$ cat src/rtl/bram_addr_pkg.sv
// bram_addr_pkg: shared types for the BRAM address sequencer.
// Mode/state enums and default field widths.
package bram_addr_pkg;

  localparam int DEF_HALF_W  = 5;
  localparam int DEF_COORD_W = 3;

  typedef enum logic [1:0] {
    TILE8 = 2'd0,
    TILE4 = 2'd1,
    SHIFT = 2'd2,
    RSVD  = 2'd3
  } mode_e;

  typedef enum logic [1:0] {
    IDLE = 2'd0,
    RUN  = 2'd1,
    DONE = 2'd2
  } state_e;

endpackage

$ cat src/rtl/bram_addr_seq_if.sv
// bram_addr_seq_if: address-pair stream, valid/ready.
// master drives addr1/addr2/addr_valid, slave drives addr_ready.
interface bram_addr_seq_if #(
  parameter int HALF_W = 5
);
  logic [2*HALF_W-1:0] addr1;
  logic [2*HALF_W-1:0] addr2;
  logic                addr_valid;
  logic                addr_ready;

  modport master (
    output addr1,
    output addr2,
    output addr_valid,
    input  addr_ready
  );

  modport slave (
    input  addr1,
    input  addr2,
    input  addr_valid,
    output addr_ready
  );
endinterface

$ cat src/rtl/bram_addr_map.sv
// bram_addr_map: combinational (mode, L, tap, x, y) -> addr pair.
// Ports: mode, l, tap (k-1), x, y in; addr1, addr2 out.
module bram_addr_map
  import bram_addr_pkg::*;
#(
  parameter int HALF_W  = DEF_HALF_W,
  parameter int COORD_W = DEF_COORD_W,
  parameter int LW      = 3,
  parameter int KW      = 2
) (
  input  mode_e               mode,
  input  logic [LW-1:0]       l,
  input  logic [KW-1:0]       tap,
  input  logic [COORD_W-1:0]  x,
  input  logic [COORD_W-1:0]  y,
  output logic [2*HALF_W-1:0] addr1,
  output logic [2*HALF_W-1:0] addr2
);

  localparam int S = 1 << COORD_W;
  localparam logic [HALF_W-1:0] S_W  = HALF_W'(S);
  localparam logic [HALF_W-1:0] H_W  = HALF_W'(S / 2);
  localparam logic [HALF_W-1:0] S2_W = HALF_W'(2 * S);

  logic [HALF_W-1:0] xe;
  logic [HALF_W-1:0] ye;
  logic [HALF_W-1:0] row;
  logic [HALF_W-1:0] col1;
  logic [HALF_W-1:0] col2;
  logic [HALF_W-1:0] shf;

  // Row and col each wrap in HALF_W bits; no carry
  // crosses from col into row.
  always_comb begin
    xe   = HALF_W'(x);
    ye   = HALF_W'(y);
    row  = '0;
    col1 = '0;
    col2 = '0;
    shf  = (mode == SHIFT) ? HALF_W'(tap) : '0;
    unique case (1'b1)
      (mode == TILE8): begin
        row  = xe + (HALF_W'(l >> 1) << COORD_W);
        col1 = ye + (l[0] ? S2_W : '0);
        col2 = col1 + S_W;
      end
      (mode == TILE4),
      (mode == SHIFT): begin
        row  = xe + (l[2] ? H_W : '0);
        col1 = ye + (HALF_W'(l[1:0]) << COORD_W) + shf;
        col2 = col1 + H_W;
      end
      default: ;
    endcase
  end

  assign addr1 = {row, col1};
  assign addr2 = {row, col2};

endmodule

$ cat src/rtl/bram_addr_seq.sv
// bram_addr_seq: start-triggered L/k/x/y walker streaming addr pairs.
// Ports: clk, rst, start, mode, [abort if BRAM_ADDR_ABORT_EN], bus, busy, done.
module bram_addr_seq
  import bram_addr_pkg::*;
#(
  parameter int HALF_W    = DEF_HALF_W,
  parameter int COORD_W   = DEF_COORD_W,
  parameter int NUM_TILES = 8,
  parameter int K_TAPS    = 3
) (
  input  logic       clk,
  input  logic       rst,
  input  logic       start,
  input  logic [1:0] mode,
`ifdef BRAM_ADDR_ABORT_EN
  input  logic       abort,
`endif
  bram_addr_seq_if.master bus,
  output logic       busy,
  output logic       done
);

  localparam int LW = $clog2(NUM_TILES);
  localparam int KW = (K_TAPS > 1) ? $clog2(K_TAPS) : 1;
  localparam logic [LW-1:0] L_MAX = LW'(NUM_TILES - 1);
  localparam logic [KW-1:0] K_MAX = KW'(K_TAPS - 1);
  localparam logic [COORD_W-1:0] C_MAX = '1;

  state_e state, state_n;
  mode_e  mode_q, mode_in, map_mode;

  logic [LW-1:0]      l_q, l_n;
  logic [KW-1:0]      k_q, k_n;
  logic [COORD_W-1:0] x_q, x_n;
  logic [COORD_W-1:0] y_q, y_n;

  logic [2*HALF_W-1:0] a1_q, a2_q, m1, m2;
  logic                vld_q, vld_n;
  logic                ld, xfer, last, kill;

`ifdef BRAM_ADDR_ABORT_EN
  assign kill = abort;
`else
  assign kill = 1'b0;
`endif

  assign mode_in  = mode_e'(mode);
  assign map_mode = (state == IDLE) ? mode_in : mode_q;
  assign xfer     = vld_q & bus.addr_ready;
  assign last     = (l_q == L_MAX) &&
                    (mode_q != SHIFT || k_q == K_MAX) &&
                    (x_q == C_MAX) && (y_q == C_MAX);

  // The map sees the *next* indices so the pair is registered.
  bram_addr_map #(
    .HALF_W (HALF_W),
    .COORD_W(COORD_W),
    .LW     (LW),
    .KW     (KW)
  ) u_map (
    .mode (map_mode),
    .l    (l_n),
    .tap  (k_n),
    .x    (x_n),
    .y    (y_n),
    .addr1(m1),
    .addr2(m2)
  );

  always_ff @(posedge clk or posedge rst) begin
    if (rst) state <= IDLE;
    else     state <= state_n;
  end

  always_comb begin
    state_n = state;
    l_n     = l_q;
    k_n     = k_q;
    x_n     = x_q;
    y_n     = y_q;
    vld_n   = vld_q;
    ld      = 1'b0;
    unique case (1'b1)
      (state == IDLE): begin
        if (start && mode_in != RSVD) begin
          state_n = RUN;
          l_n     = '0;
          k_n     = '0;
          x_n     = '0;
          y_n     = '0;
          vld_n   = 1'b1;
          ld      = 1'b1;
        end
      end
      (state == RUN): begin
        if (kill) begin
          state_n = IDLE;
          vld_n   = 1'b0;
        end else if (xfer && last) begin
          state_n = DONE;
          vld_n   = 1'b0;
        end else if (xfer) begin
          ld  = 1'b1;
          y_n = y_q + 1'b1;
          if (y_q == C_MAX) begin
            x_n = x_q + 1'b1;
            if (x_q == C_MAX) begin
              if (mode_q == SHIFT && k_q != K_MAX) begin
                k_n = k_q + 1'b1;
              end else begin
                k_n = '0;
                l_n = l_q + 1'b1;
              end
            end
          end
        end
      end
      (state == DONE): state_n = IDLE;
      default: begin
        state_n = IDLE;
        vld_n   = 1'b0;
      end
    endcase
  end

  always_ff @(posedge clk or posedge rst) begin
    if (rst) begin
      mode_q <= TILE8;
      l_q    <= '0;
      k_q    <= '0;
      x_q    <= '0;
      y_q    <= '0;
      a1_q   <= '0;
      a2_q   <= '0;
      vld_q  <= 1'b0;
    end else begin
      vld_q <= vld_n;
      if (ld) begin
        l_q  <= l_n;
        k_q  <= k_n;
        x_q  <= x_n;
        y_q  <= y_n;
        a1_q <= m1;
        a2_q <= m2;
      end
      if (state == IDLE && ld) mode_q <= mode_in;
    end
  end

  assign bus.addr1      = a1_q;
  assign bus.addr2      = a2_q;
  assign bus.addr_valid = vld_q;
  assign busy           = (state != IDLE);
  assign done           = (state == DONE);

endmodule

$ cat src/flat_wrapper.sv
// flat-port wrapper written by rule: the top's interface ports become plain ports
module bram_addr_seq_flat import bram_addr_pkg::*;
#(
  parameter int HALF_W    = DEF_HALF_W,
  parameter int COORD_W   = DEF_COORD_W,
  parameter int NUM_TILES = 8,
  parameter int K_TAPS    = 3
)
  (clk, rst, start, mode, busy, done, bus_addr1, bus_addr2, bus_addr_valid, bus_addr_ready);
  bram_addr_seq_if #(.HALF_W(HALF_W)) bus_i ();
  input  logic clk;
  input  logic rst;
  input  logic start;
  input  logic [1:0] mode;
  output logic busy;
  output logic done;
  output wire logic [$bits(bus_i.addr1)-1:0] bus_addr1;
  output wire logic [$bits(bus_i.addr2)-1:0] bus_addr2;
  output wire logic [$bits(bus_i.addr_valid)-1:0] bus_addr_valid;
  input wire logic [$bits(bus_i.addr_ready)-1:0] bus_addr_ready;
  assign bus_addr1 = bus_i.addr1;
  assign bus_addr2 = bus_i.addr2;
  assign bus_addr_valid = bus_i.addr_valid;
  assign bus_i.addr_ready = bus_addr_ready;
  bram_addr_seq #(.HALF_W(HALF_W), .COORD_W(COORD_W), .NUM_TILES(NUM_TILES), .K_TAPS(K_TAPS)) u_core (.clk(clk), .rst(rst), .start(start), .mode(mode), .bus(bus_i), .busy(busy), .done(done));
endmodule
$ cat config.mk
export PLATFORM = sky130hd
export DESIGN_NAME = bram_addr_seq_flat
export DESIGN_NICKNAME = d
export VERILOG_FILES = /design/src/rtl/bram_addr_pkg.sv /design/src/rtl/bram_addr_seq_if.sv /design/src/rtl/bram_addr_map.sv /design/src/rtl/bram_addr_seq.sv /design/src/flat_wrapper.sv
export SDC_FILE = /design/constraint.sdc
export NUM_CORES = 1
export LEC_CHECK = 0
export BUFFER_PORTS_ARGS = -buffer_cell sky130_fd_sc_hd__buf_4
export CORE_MARGIN = 8
export CORE_UTILIZATION = 42
export CTS_CLUSTER_DIAMETER = 30
export DETAILED_ROUTE_END_ITERATION = 12
export GPL_ROUTABILITY_DRIVEN = 0
export SYNTH_ARGS = -nofsm -noshare
export SYNTH_HDL_FRONTEND = slang
export SYNTH_HIERARCHICAL = 1
export SYNTH_SLANG_ARGS = --single-unit
$ cat constraint.sdc
create_clock -name clk -period 5.4 [get_ports clk]
set_input_delay 0.54 -clock clk [delete_from_list [all_inputs] [get_ports clk]]
set_output_delay 0.54 -clock clk [all_outputs]
set_load 0.05 [all_outputs]
; Word level (Yosys, flattened, before mapping)
; Cells that the tools add are included.
[word_totals]
reg_bits = 36
inputBits = 6
elab_cells = 90
out_inout_bits = 23
ram_bits = 0
latchBits = 0
mem_count = 0
romBits = 0
[classes]
shift = 0
n_mux = 40
reduce_logical = 14
n_eq_ne = 14
mul = 0
bitwise = 2
div_mod_pow = 0
magnitude_cmp = 0
add_sub_neg = 11
[ops]
columns = op, n
row1 = 3-bit two-way mux, 14
row2 = 5-bit one-hot mux with 2 select lines, 3
row3 = 2-bit two-way mux, 10
row4 = 3-bit one-hot mux with 2 select lines, 3
row5 = 3-bit by 5-bit adder with 5-bit output, 3
row6 = "2-bit inequality test, second input constant", 5
row7 = "3-bit by 1-bit adder with 3-bit output, second input constant", 3
row8 = "3-bit == test, second input constant", 3
row9 = "2-bit == test, second input constant", 4
row10 = 2-bit one-hot mux with 2 select lines, 2
row11 = 1-bit logical AND, 7
row12 = 5-bit by 2-bit adder with 5-bit output, 1
row13 = "5-bit by 3-bit adder with 5-bit output, second input constant", 1
row14 = "5-bit by 4-bit adder with 5-bit output, second input constant", 1
row15 = 1-bit two-way mux, 5
row16 = 5-bit two-way mux, 1
row17 = 3-bit by 3-bit adder with 4-bit output, 1
row18 = "2-bit by 1-bit == test with 1-bit output, second input constant", 2
row19 = 2-bit logical NOT, 2
row20 = 1-bit one-hot mux with 3 select lines, 1
row21 = 3-bit AND reduction, 1
row22 = "2-bit by 1-bit adder with 2-bit output, second input constant", 1
row23 = 1-bit one-hot mux with 2 select lines, 1
row24 = 2-bit AND reduction, 1
row25 = other kinds (5), 5

; Depth between registers and ports, before layout
[depth]
ltp_word = 12
depth_mapped = 17
depth_no_buf = 17

; Cells and area by module
; Netlist, hierarchy kept.
[by_module_without_submodules]
columns = module, area_each_um2, n_inst, seq_area_each_um2, cells_each
row1 = bram_addr_seq, 1730.4, 1, 900.9, 137
row2 = bram_addr_map, 421.7, 1, 0.0, 59

; Worst setup path before layout
; OpenSTA, ideal clock, no wires.
[synth_timing]
kind = reg2reg
from = register u_core.k_q[0]
to = register u_core.a2_q[4], in the netlist u_core/bus.addr2[4]
t_required_ns = 5.275
path_buffers = 0
setup_slack_ns = 2.157
path_stages_with_launch = 18
synth_period_minus_slack_ns = 3.243
arrival_ns = 3.118
setup_time_ns = 0.125
cell_sequence = dfrtp_1 > inv_1 > ha_1 > or3b_1 > a211o_1 > a31oi_4 > o21ai_0 > nand2_1 > inv_1 > ha_1 > a21oi_1 > or3_4 > nand2_1 > ha_1 > xnor2_1 > nand4_1 > o211ai_1 > mux2_2
[synth_via]
elab_chain_cells = 12
word_cells_on_any_way = 34
classes_between = add/sub: 6 / eq/ne: 2 / mux: 20 / reduce/logical: 6
[synth_rtl]
columns = item, line_no
row1 = from (decl), bram_addr_seq.sv:33  ; logic [KW-1:0] k_q, k_n;
row2 = from (signal assigned), bram_addr_seq.sv:140  ; k_q <= k_n;
row3 = branches (longest 6 deep; another with 2-bit by 1-bit adder with 2-bit output), -
row4 = 2-bit two-way mux (*), bram_addr_seq.sv:99  ; end else if (xfer && last) begin
row5 = 2-bit one-hot mux with 2 select lines (*), bram_addr_seq.sv:83  ; unique case (1'b1)
row6 = net u_core.k_n[1], bram_addr_seq.sv:33
row7 = 2-bit two-way mux (*), bram_addr_map.sv:40  ; shf = (mode == SHIFT) ? HALF_W'(tap) : '0;
row8 = 5-bit by 2-bit adder with 5-bit output (*), bram_addr_map.sv:50  ; col1 = ye + (HALF_W'(l[1:0]) << COORD_W) + shf;
row9 = 5-bit by 3-bit adder with 5-bit output (*), bram_addr_map.sv:51  ; col2 = col1 + H_W;
row10 = 5-bit one-hot mux with 2 select lines (*), bram_addr_map.sv:41  ; unique case (1'b1)
row11 = net u_core.m2[4], bram_addr_seq.sv:37  ; logic [2*HALF_W-1:0] a1_q, a2_q, m1, m2;
row12 = to (signal assigned), bram_addr_seq.sv:144  ; a2_q <= m2;
row13 = to (decl), bram_addr_seq.sv:37
; Mark *: on every way through the listed nets, which the timed path passes.
; A chain may end at the register's enable or synchronous reset.

; Worst setup path in the final report
; Ends and elaborated chain as after synthesis.

==> out/qor.yml <==
p_seq_frac: 0.356
coreArea_sq_um: 5042
fin_nets: 240
grt_pass1_wl_microns: 7541
power.switching_mw: 0.4057
outcome: "complete, no violations"
syn_inst: 196
ctsResizeCount: 0
drc: 0
num_vias: 1509
clkTransAtPathRegs_ns: 0.07
synth_fp_nets: 217
synthTopCellsByArea: "dfrtp_1 42%, mux2_2 14%, ha_1 8.1%"
clockBufferDepth: 2
overflow: 0
required_ns: 5.58
cts_tree: "done"
path_max_fanout: 4
hold_viol_final: 0
start_util: 0.4268
antenna_left: 0
dr.pass1.iters: 4
p_comb_frac: 0.410
cts_buffers: 5
yosys.cell_count.top_type: "dfrtp_1"
yosysTopAreaCell: "dfrtp_1"
timing.fmax_ghz: 0.2845
wl_per_cell_microns: 14.39
clkPwrFrac: 0.234
cp.arrival_ns: 3.69
synth_common_cells: "36 x dfrtp_1, 26 x mux2_2, 17 x nand2_1"
ys.flop_type: "dfrtp_1"
antenna_found_initial: 0
period_share: 0.6509
grt_pass1_vias: 1648
die_x_microns: 87.58
tns_ns: 0
min_path_type: "primary input to async pin"
fp.dieArea_sq_um: 7670
synth_top_area_share: 0.4186
synth_edf_count: 0
grt_usage: 0.1250
p_per_area_nw_per_um2: 411.7
drt_wl_total_microns: 4174
die_y_microns: 87.58
drt_iter0_markers: 83
hpwl_microns: 3065
numPortBuffers: 28
drv_cap: 0
clk_latency_ns: 0.29
rsz0062_at_grt: "false"
drive_gt1_frac: 0.3500
max_slew_margin: 0.5091
p_leak_nw: 1.216
finalMaxSlewViolations: 0
yosys.cell_types.count: 45
cts.sinks: 36
fin_crit_ns: 3.515
setup_viol: 0
ys_warn_count: 6
synth-seq-cells: 36
grt_max_degree: 37
syn_to_final_growth_pct: 14.83
whs_ns: 0.3548
path_class: "flip-flop to flip-flop"
fp-row-count: 26
start_kind: "flip-flop"
post_cts_buffers: 0
switching_share: 0.3988
syn_avg_cell_area_sq_um: 10.98
viasPerCell: 5.203
vdd_ir_drop_max_v: 0.0002878
netlist_area_sq_um: 2152
worstMarginPinSlew_ns: 0.7348
holdBufCountCts: 0
htree_levels: 2
top_level_ports: 29
internal-power_mw: 0.6116
cts.root.buffer_cell: "clkbuf_8"
num_antenna_cells: 0
ys_seq_area_frac: 0.4186
cp-end-kind: "flip-flop"
skew_ns: 0.003374
async_flop_share: 1.000
-- registers in the layout, indices dropped and copies added, names as in the netlist --
name,cells
u_core/bus.addr1,10
u_core/bus.addr2,10
u_core/bus.addr_valid,1
u_core/k_q,2
u_core/l_q,3
u_core/mode_q,2
u_core/state,2
u_core/x_q,3
u_core/y_q,3
-- final timing paths --
check	slack, ns	startpoint	depth (start not counted)	endpoint
max in group asynchronous	4.71	rst	3	u_core/k_q[1]
setup / recovery	1.89	u_core/k_q[0]	17	u_core/bus.addr2[4]
hold reg to reg	0.51	u_core/bus.addr1[4]	1	u_core/bus.addr1[4]
min in group clk	0.50	mode[1]	2	u_core/mode_q[1]
setup reg to reg	1.89	u_core/k_q[0]	17	u_core/bus.addr2[4]
hold / removal	0.35	rst	3	u_core/x_q[1]
-- per-stage QoR --
stage | area [sq um] | util | power [mW] | cells | worst slack, ns
floorplan | 2152 | - | 0.6935 | 196 | 2.157
global placement | 2360 | 0.4680 | 0.7811 | 282 | 1.958
detailed placement | 2360 | 0.4680 | 0.7882 | 282 | 1.902
CTS | 2471 | 0.4901 | 1.033 | 290 | 1.885
global route | 2471 | 0.4901 | 1.088 | 290 | 1.630
finish | 2471 | 0.4901 | 1.017 | 290 | 1.885
-- critical path, stage by stage, from the launching register on --
cell and delay, ns:
dfrtp_1 0.39, inv_1 0.06, ha_1 0.23, or3b_1 0.39, a211o_1 0.34, a31oi_4 0.21, o21ai_0 0.10, nand2_1 0.11
inv_1 0.05, ha_1 0.26, a21oi_1 0.23, or3_4 0.17, nand2_1 0.06, ha_1 0.21, xnor2_1 0.14, nand4_1 0.10
o211ai_1 0.09, mux2_2 0.26
-- power by group through the flow --
stage / combinational, mW / sequential, mW / clock [mW]
after floorplan: 0.197 / 0.497 / 0
after global placement: 0.415 / 0.367 / 0
after detailed placement: 0.421 / 0.367 / 0
after CTS: 0.423 / 0.363 / 0.247
after global routing: 0.457 / 0.372 / 0.258
final: 0.417 / 0.363 / 0.238
-- layer usage --
metal  global-route usage  routed length, microns
met3              0.03377                     163
met1               0.1508                    1933
met2               0.2059                    2011
met4              0.05000                      65
met5                    0                       0
-- placed cells by master, fill, tap and decap left out, drive strengths merged, types with 3 or more instances in the layout --
cell type  instances
nand3              4
a31o               5
dfrtp             36
a22o               7
nor2               7
inv               12
buf               29
nor2b              3
o21a               3
clkbuf             5
nand2             18
ha                14
mux2              26
o21ai             10
a21oi              6
-- layout make-up --
| cell class | count | area (sq um) |
|---|---|---|
| Inverter | 12 | 45.04 |
| Fill cell | 466 | 2571 |
| Multi-Input combinational cell | 135 | 1109 |
| Clock buffer | 5 | 68.82 |
| Tap cell | 70 | 87.58 |
| Sequential cell | 36 | 900.9 |
| Clock inverter | 3 | 42.54 |
| Timing Repair Buffer | 29 | 217.7 |
-- cells by family (layout without fill, tap and decap cells) --
logic type | count (synthesis) | in the layout | share of synthesized area
xor gates and xnor gates | 2 | 2 | 0.008141
DFF | 36 | 36 | 0.4186
muxes | 28 | 28 | 0.1453
AOI/OAI and AO/OA | 40 | 40 | 0.1395
buffers and inverters | 25 | 49 | 0.06628
and+or+nand+nor | 50 | 50 | 0.1314
adders and majority gates | 15 | 15 | 0.09070
Note: power is estimated with default switching activity, not from simulation.
